### src/rtl/gumnut_bus_pkg.sv
// gumnut_bus_pkg: shared bus widths, wait-count width and responder state encoding
package gumnut_bus_pkg;
  localparam int DW = 8;
  localparam int AW = 8;
  localparam int CW = 3;
  typedef enum logic [1:0] {IDLE, WAIT, ACK} state_e;
endpackage

### src/rtl/gumnut_data_mem_ram.sv
// dmem_ram: DEPTH x 8 storage with synchronous write and registered read, no reset
//   clk_i        clock
//   we_i, re_i   write / read enables (mutually exclusive)
//   adr_i        word address, always < DEPTH when an enable is high
//   dat_i        write data
//   dat_o        read data register, changes only on a read
module dmem_ram
  import gumnut_bus_pkg::*;
#(
  parameter int DEPTH = 256
) (
  input  logic          clk_i,
  input  logic          we_i,
  input  logic          re_i,
  input  logic [AW-1:0] adr_i,
  input  logic [DW-1:0] dat_i,
  output logic [DW-1:0] dat_o
);
  localparam int IW = DEPTH > 1 ? $clog2(DEPTH) : 1;
  logic [DW-1:0] mem_q [DEPTH];
  logic [DW-1:0] rd_q;
  logic [IW-1:0] idx;
  assign idx = adr_i[IW-1:0];
  assign dat_o = rd_q;
  always_ff @(posedge clk_i) begin
    if (we_i) mem_q[idx] <= dat_i;
    if (re_i) rd_q <= mem_q[idx];
  end
endmodule

### src/rtl/gumnut_data_mem.sv
// gumnut_data_mem: Wishbone-style data memory responder with configurable wait states
//   clk_i, rst_i  clock, asynchronous active-low reset
//   cyc_i, stb_i  bus cycle / strobe; we_i selects write
//   adr_i, dat_i  word address and write data
//   dat_o         read data, valid while ack_o is high
//   ack_o, err_o  one-cycle completion / error pulses
//   GUMNUT_DMEM_ERR_EN  when defined, addresses >= DEPTH answer with err_o;
//                       otherwise addresses wrap modulo DEPTH and err_o is 0
module gumnut_data_mem
  import gumnut_bus_pkg::*;
#(
  parameter int DEPTH       = 256,
  parameter int WAIT_STATES = 0
) (
  input  logic          clk_i,
  input  logic          rst_i,
  input  logic          cyc_i,
  input  logic          stb_i,
  input  logic          we_i,
  input  logic [AW-1:0] adr_i,
  input  logic [DW-1:0] dat_i,
  output logic [DW-1:0] dat_o,
  output logic          ack_o,
  output logic          err_o
);
  state_e        state_q;
  logic [CW-1:0] cnt_q;
  logic [AW-1:0] adr_q, a_in, a_d;
  logic [DW-1:0] dat_q, d_d, ram_q;
  logic          we_q, w_d, ack_q, vld_q, go, bad;
`ifdef GUMNUT_DMEM_ERR_EN
  logic err_q;
  assign a_in  = adr_i;
  assign bad   = 32'(a_d) >= DEPTH;
  assign err_o = err_q;
`else
  assign a_in  = AW'(32'(adr_i) % DEPTH);
  assign bad   = 1'b0;
  assign err_o = 1'b0;
`endif
  // With zero wait states the access happens on the capture edge, so the RAM sees live inputs in IDLE
  assign a_d = state_q == IDLE ? a_in : adr_q;
  assign d_d = state_q == IDLE ? dat_i : dat_q;
  assign w_d = state_q == IDLE ? we_i : we_q;
  // go marks the edge that enters ACK
  assign go = rst_i & (state_q == IDLE ? cyc_i & stb_i & (WAIT_STATES == 0)
                                       : (state_q == WAIT) & cyc_i & (cnt_q == CW'(1)));
  assign ack_o = ack_q;
  // The RAM read register has no reset, so dat_o reads 0 until the first read after reset
  assign dat_o = vld_q ? ram_q : '0;
  dmem_ram #(.DEPTH(DEPTH)) u_ram (
    .clk_i(clk_i),
    .we_i (go & ~bad & w_d),
    .re_i (go & ~bad & ~w_d),
    .adr_i(a_d),
    .dat_i(d_d),
    .dat_o(ram_q)
  );
  always_ff @(posedge clk_i or negedge rst_i) begin
    if (!rst_i) begin
      state_q <= IDLE;
      cnt_q   <= '0;
      adr_q   <= '0;
      dat_q   <= '0;
      we_q    <= 1'b0;
      ack_q   <= 1'b0;
      vld_q   <= 1'b0;
`ifdef GUMNUT_DMEM_ERR_EN
      err_q   <= 1'b0;
`endif
    end else begin
      ack_q <= go & ~bad;
`ifdef GUMNUT_DMEM_ERR_EN
      err_q <= go & bad;
`endif
      if (go & ~bad & ~w_d) vld_q <= 1'b1;
      case (state_q)
        IDLE: if (cyc_i & stb_i) begin
          adr_q   <= a_in;
          dat_q   <= dat_i;
          we_q    <= we_i;
          cnt_q   <= CW'(WAIT_STATES);
          state_q <= WAIT_STATES == 0 ? ACK : WAIT;
        end
        WAIT: begin
          cnt_q   <= cyc_i ? cnt_q - 1'b1 : '0;
          state_q <= !cyc_i ? IDLE : go ? ACK : WAIT;
        end
        default: state_q <= IDLE;
      endcase
    end
  end
endmodule

### config.mk
export PLATFORM = sky130hd
export DESIGN_NAME = gumnut_data_mem
export DESIGN_NICKNAME = d
export VERILOG_FILES = /design/src/rtl/gumnut_bus_pkg.sv /design/src/rtl/gumnut_data_mem_ram.sv /design/src/rtl/gumnut_data_mem.sv
export SDC_FILE = /design/constraint.sdc
export NUM_CORES = 2
export LEC_CHECK = 0
export BUFFER_PORTS_ARGS = -buffer_cell sky130_fd_sc_hd__buf_2
export CAP_MARGIN = 20
export CORE_ASPECT_RATIO = 0.5
export CORE_MARGIN = 3
export CORE_UTILIZATION = 55
export CTS_BUF_LIST = sky130_fd_sc_hd__clkbuf_2
export CTS_CLUSTER_DIAMETER = 100
export CTS_CLUSTER_SIZE = 28
export DETAILED_ROUTE_END_ITERATION = 6
export HOLD_SLACK_MARGIN = 0.03
export PLACE_DENSITY = 0.71
export SLEW_MARGIN = 20
export SYNTH_ARGS = -nofsm -noshare
export SYNTH_HDL_FRONTEND = slang
export SYNTH_SLANG_ARGS = --single-unit
### constraint.sdc
create_clock -name clk_i -period 10.4 [get_ports clk_i]
set_clock_uncertainty 0.2 [all_clocks]
set_input_delay 1.04 -clock clk_i [delete_from_list [all_inputs] [get_ports clk_i]]
set_output_delay 1.04 -clock clk_i [all_outputs]
set_load 0.01 [all_outputs]
==> impl.org <==
** Run status
- The final reports fail on design-rule violations.
- Result of the run :: complete, but fails checks

** STA
- Setup repair after global routing left no endpoint under its margin.
- At the pin with the least slew margin, the transition time is 1180 ps.
- Final setup margin :: 4420 ps
- Final setup violating endpoints :: 0
- Headroom to the max-slew limit came out at 0.214.
- Fin crit period :: 5980 ps
- Maximum operating frequency :: 0.167 GHz
- Final Cycle Share :: 0.575
- The number of hold violations in the final report was 0.
- The max-slew violation count was 0.
- Setup TNS Final :: 0 ps

** Hold path
- Path type of the worst min-delay path :: reg2reg
- Counting instances, the worst hold path has a depth of 1.
- In this run the most critical hold path is launched from cnt_q[0]$_DFFE_PN0P_.
- End point of the most critical hold path :: cnt_q[0]$_DFFE_PN0P_

** Route
- DRT Wirelength :: 191 mm
- In the routed layout, each cell is associated on average with a via count of 7.05.
- Post-route antenna net violation count :: 0
- Before antenna repair, the detailed router went through 7 iterations.
- After detailed routing, the average wire length per cell comes to 31.6 um.
- Via count :: 42.4k
- For this run, design rule violations remaining after detail routing come to 1.
- Detailed Route Iter0 Violations :: 6574

** Pwr
- Max VDD drop :: 0.0921 mV
- Of the total power, the share spent switching nets is 0.242.
- Cell internal power was estimated by the tool at 10000 uW.
- Of the total power, registers draw 0.710.
- Reported net switching power :: 3200 uW
- Combinational Power Share :: 0.101
- Leak pwr :: 0.0238 uW
- Of the total power, the clock network draws 0.188.
- Power spread over the standard cell area amounts to 165 mW/mm^2.

** Place
- Placed wire-length estimate after detailed placement :: 106 mm
- In this run the tool buffered the top-level ports with 29 buffer cells.
- DP Worst Slack :: 4160 ps
- Final RePlAce weighted congestion :: 0.865

** Synthesis
- Syn Inst Count :: 4214
- Top cell type by total area after synthesis :: sky130_fd_sc_hd__edfxtp_1
- The mapped netlist covers 0.0770 mm^2.
- Total nets after synthesis :: 4237
- Share of the yosys chip area belonging to registers :: 0.809
- After synthesis, the mean cell area works out to 18.3 um^2.
- Synthesis instantiated 46 different standard cells from the library.
- Number of synthesized flops with an enable pin :: 2056
- Dominant register cell in the synthesized netlist :: sky130_fd_sc_hd__edfxtp_1
- Fraction of registers with async set/reset :: 0.0115
- For this run, the number of Yosys warnings is 0.
- The synthesized design contains 2080 register bits.
- By area the synthesized netlist is led by sky130_fd_sc_hd__edfxtp_1, sky130_fd_sc_hd__a221oi_1, sky130_fd_sc_hd__a22o_1, sky130_fd_sc_hd__o22ai_1, sky130_fd_sc_hd__nor2_1.
- Of the post-synthesis cell area, the dominant cell type holds 0.801.

** Floorplanning
- In this run the standard cell core region covers 0.138 mm^2.
- Die X :: 535 um
- The floorplan has 96 rows.
- In this run the vertical extent of the chip is 271 um.
- Initial core utilization :: 0.558
- 31 I/O pins were placed.
- The floorplan step defined a die boundary enclosing 0.145 mm^2.

** Clocking
- Clock-pin slew was measured on the worst setup and hold paths at 520 ps.
- Clock root buffer :: sky130_fd_sc_hd__clkbuf_2
- The clock passes through at most 3 buffers.
- The clock net in this run drives a total of 2080 sinks.
- Clock tree synthesis inserted a total of 84 buffers.
- At the later pin of the worst-skew pair, clock insertion delay measures 1690 ps.
- In this run, post-CTS repair resized a total of 0 instances.
- TritonCTS built the clock tree.
- The H-tree generated during clock tree synthesis spans 3 levels.

** Worst setup path
- Register-to-Register Setup Slack :: 4420 ps
- Largest fanout on the critical path :: 142
- In this run the critical register-to-register path is launched from state_q[1]$_DFFE_PN0P_.
- The worst setup path is captured at a flop.
- The worst register-to-register path ends at u_ram.dat_o[7]$_DFFE_PP_.
- Required time worst endpoint :: 11660 ps
- On the worst path, the slowest cell contributes a delay of 830 ps.
- For the worst setup path, the data arrival time is 7240 ps.
- By startpoint and endpoint, the worst setup path is classified as reg2reg.
- The signal on the critical path passes through nor2_8 > o21ai_4 > buf_4 > buf_12 > buf_4 > a22o_1 > a221oi_1 > o22ai_1 > nor4_1 > a21oi_1 > a2111o_1.
- Startpoint types :: flop
- The most numerous cell type found on the critical path is sky130_fd_sc_hd__buf_4.
- Grouping stages by cell kind, the critical path spends the most delay in compound AO/OA/AOI/OAI gates.
- Together, buffers and inverters on the worst path number 3.
- Length in cells of the worst reg-to-reg path :: 11
- Critical Path Slowest Stage Cell :: sky130_fd_sc_hd__a21oi_1

** Cells and area
- Share of cells above drive strength 1 :: 0.0581
- The final layout contains 4160 nets.
- Filler cell count in the final layout :: 10.0k
- Synth-to-layout area growth :: 3.80%

** GRT
- The first global-routing pass estimated 278 mm of wire.
- The via count of the first global-routing pass was 40.5k.
- Initial antenna violation count :: 7
- The total overflow left after global routing is 0.
- Entering global routing, the biggest net connects 209 pins.
- Total Routing Usage GR :: 0.258

** Job
- Across the run, the number of max-cap violations was 0.
## registers in the layout, indices dropped and copies added, names as in the netlist
register / count
dat_q: 8
state_q: 2
ack_o: 1
vld_q: 1
adr_q: 8
u_ram.dat_o: 8
u_ram.mem_q: 2048
cnt_q: 3
we_q: 1
## metal layers
layer | wire length [um] | up-vias | GRT usage
li1 | - | 17700 | -
met1 | 74200 | 21800 | 0.373
met2 | 89500 | 2674 | 0.399
met3 | 21400 | 298 | 0.0564
met4 | 5480 | 4 | 0.0735
met5 | 14 | - | 0
## cells in the mapped netlist, drive strengths merged, types with 2 or more instances
library cell  number
mux2              17
nand2             91
nand3b            10
a221oi           512
nand3              5
inv                4
a21boi             8
o21ai             12
o22ai            256
or3                3
nand2b             4
dfrtp             24
nor2             259
and2               9
ha                 2
or4b               2
nor4              64
clkbuf           114
a22o             512
edfxtp          2056
o31ai              5
a21oi             20
or2                3
a2111o             8
buf              201
and2b              3
## worst max path at each step
stage	from	end	slack, ps	cells past startpoint
2_1_floorplan	state_q[1]$_DFFE_PN0P_	u_ram.mem_q[0][0]$_DFFE_PP_	4990	6
3_3_place_gp	adr_i[1]	u_ram.dat_o[7]$_DFFE_PP_	4240	12
3_5_place_dp	adr_i[1]	u_ram.dat_o[7]$_DFFE_PP_	4160	12
4_1_cts	state_q[1]$_DFFE_PN0P_	u_ram.dat_o[7]$_DFFE_PP_	4210	11
5_1_grt	state_q[1]$_DFFE_PN0P_	u_ram.dat_o[7]$_DFFE_PP_	4350	11
6_report	state_q[1]$_DFFE_PN0P_	u_ram.dat_o[7]$_DFFE_PP_	4420	11
## stage by stage
stage                     utilization  instance area, um^2  power, uW  cells  hold slack [ps]
final                           0.579                80000      13200   6023              357
after detailed placement        0.570                78800      10900   5852              296
after global routing            0.579                79900      13600   6019              375
after global placement          0.570                78800      10800   5852              290
after CTS                       0.578                79900      13200   6012              300
after floorplan                     -                77000      10400   4214              274
## final cells by class
class,instances,area (um^2),area share
Inverter,4,15.0,0.000188
Sequential cell,2080,62300,0.780
Clock buffer,92,460,0.00576
Clock inverter,8,83.8,0.00105
Multi-Input combinational cell,1815,13400,0.167
Antenna cell,10,25.0,0.000313
Timing Repair Buffer,152,1350,0.0169
Tap cell,1862,2330,0.0291
## placed cells by master, fill, tap and decap left out, types with 10 or more instances in the layout
master                          synthesis  layout
sky130_fd_sc_hd__clkbuf_2               0      92
sky130_fd_sc_hd__a21oi_1               20      20
sky130_fd_sc_hd__a22o_1               512     512
sky130_fd_sc_hd__nand3b_1              10      10
sky130_fd_sc_hd__nand2_1               91      70
sky130_fd_sc_hd__buf_12                 0      10
sky130_fd_sc_hd__nand2_2                0      13
sky130_fd_sc_hd__a221oi_1             512     512
sky130_fd_sc_hd__nor2_1               258     258
sky130_fd_sc_hd__diode_2                0      10
sky130_fd_sc_hd__edfxtp_1            2056    2056
sky130_fd_sc_hd__buf_2                157      29
sky130_fd_sc_hd__nor4_1                64      63
sky130_fd_sc_hd__buf_4                 13      51
sky130_fd_sc_hd__mux2_2                17      17
sky130_fd_sc_hd__o22ai_1              256     256
sky130_fd_sc_hd__dlygate4sd3_1          0      59
sky130_fd_sc_hd__dfrtp_1               24      24
## worst reg2reg max path, stage by stage (launching register included)
cell                       delay [ps]
sky130_fd_sc_hd__dfrtp_1          750
sky130_fd_sc_hd__nor2_8           190
sky130_fd_sc_hd__o21ai_4          700
sky130_fd_sc_hd__buf_4            590
sky130_fd_sc_hd__buf_12           550
sky130_fd_sc_hd__buf_4            910
sky130_fd_sc_hd__a22o_1           270
sky130_fd_sc_hd__a221oi_1          60
sky130_fd_sc_hd__o22ai_1          380
sky130_fd_sc_hd__nor4_1           120
sky130_fd_sc_hd__a21oi_1          830
sky130_fd_sc_hd__a2111o_1         190
## repair_timing
item                      4_1_cts  5_1_grt
buffers inserted                0        0
hold endpoints to repair      299        0
hold buffers                   60        0
## power groups by stage
stage	Combinational, uW	Clock (uW)	Sequential, uW
after floorplan	802	0	9630
after global placement	1250	0	9560
after detailed placement	1290	0	9570
after CTS	1320	2500	9400
after global routing	1410	2780	9400
final	1340	2490	9400
## cell families after synthesis
kind of cell             after synthesis  share of synthesized area
multiplexers                          18                    0.00261
other                                  1                  0.0000487
AO/OA/AOI/OAI                       1336                      0.142
adder cells (fa/ha/maj)                2                   0.000325
flip-flops                          2080                      0.809
buffers and inverters                319                     0.0190
AND/OR/NAND/NOR                      458                     0.0263
(Power assumes the default switching activity.)
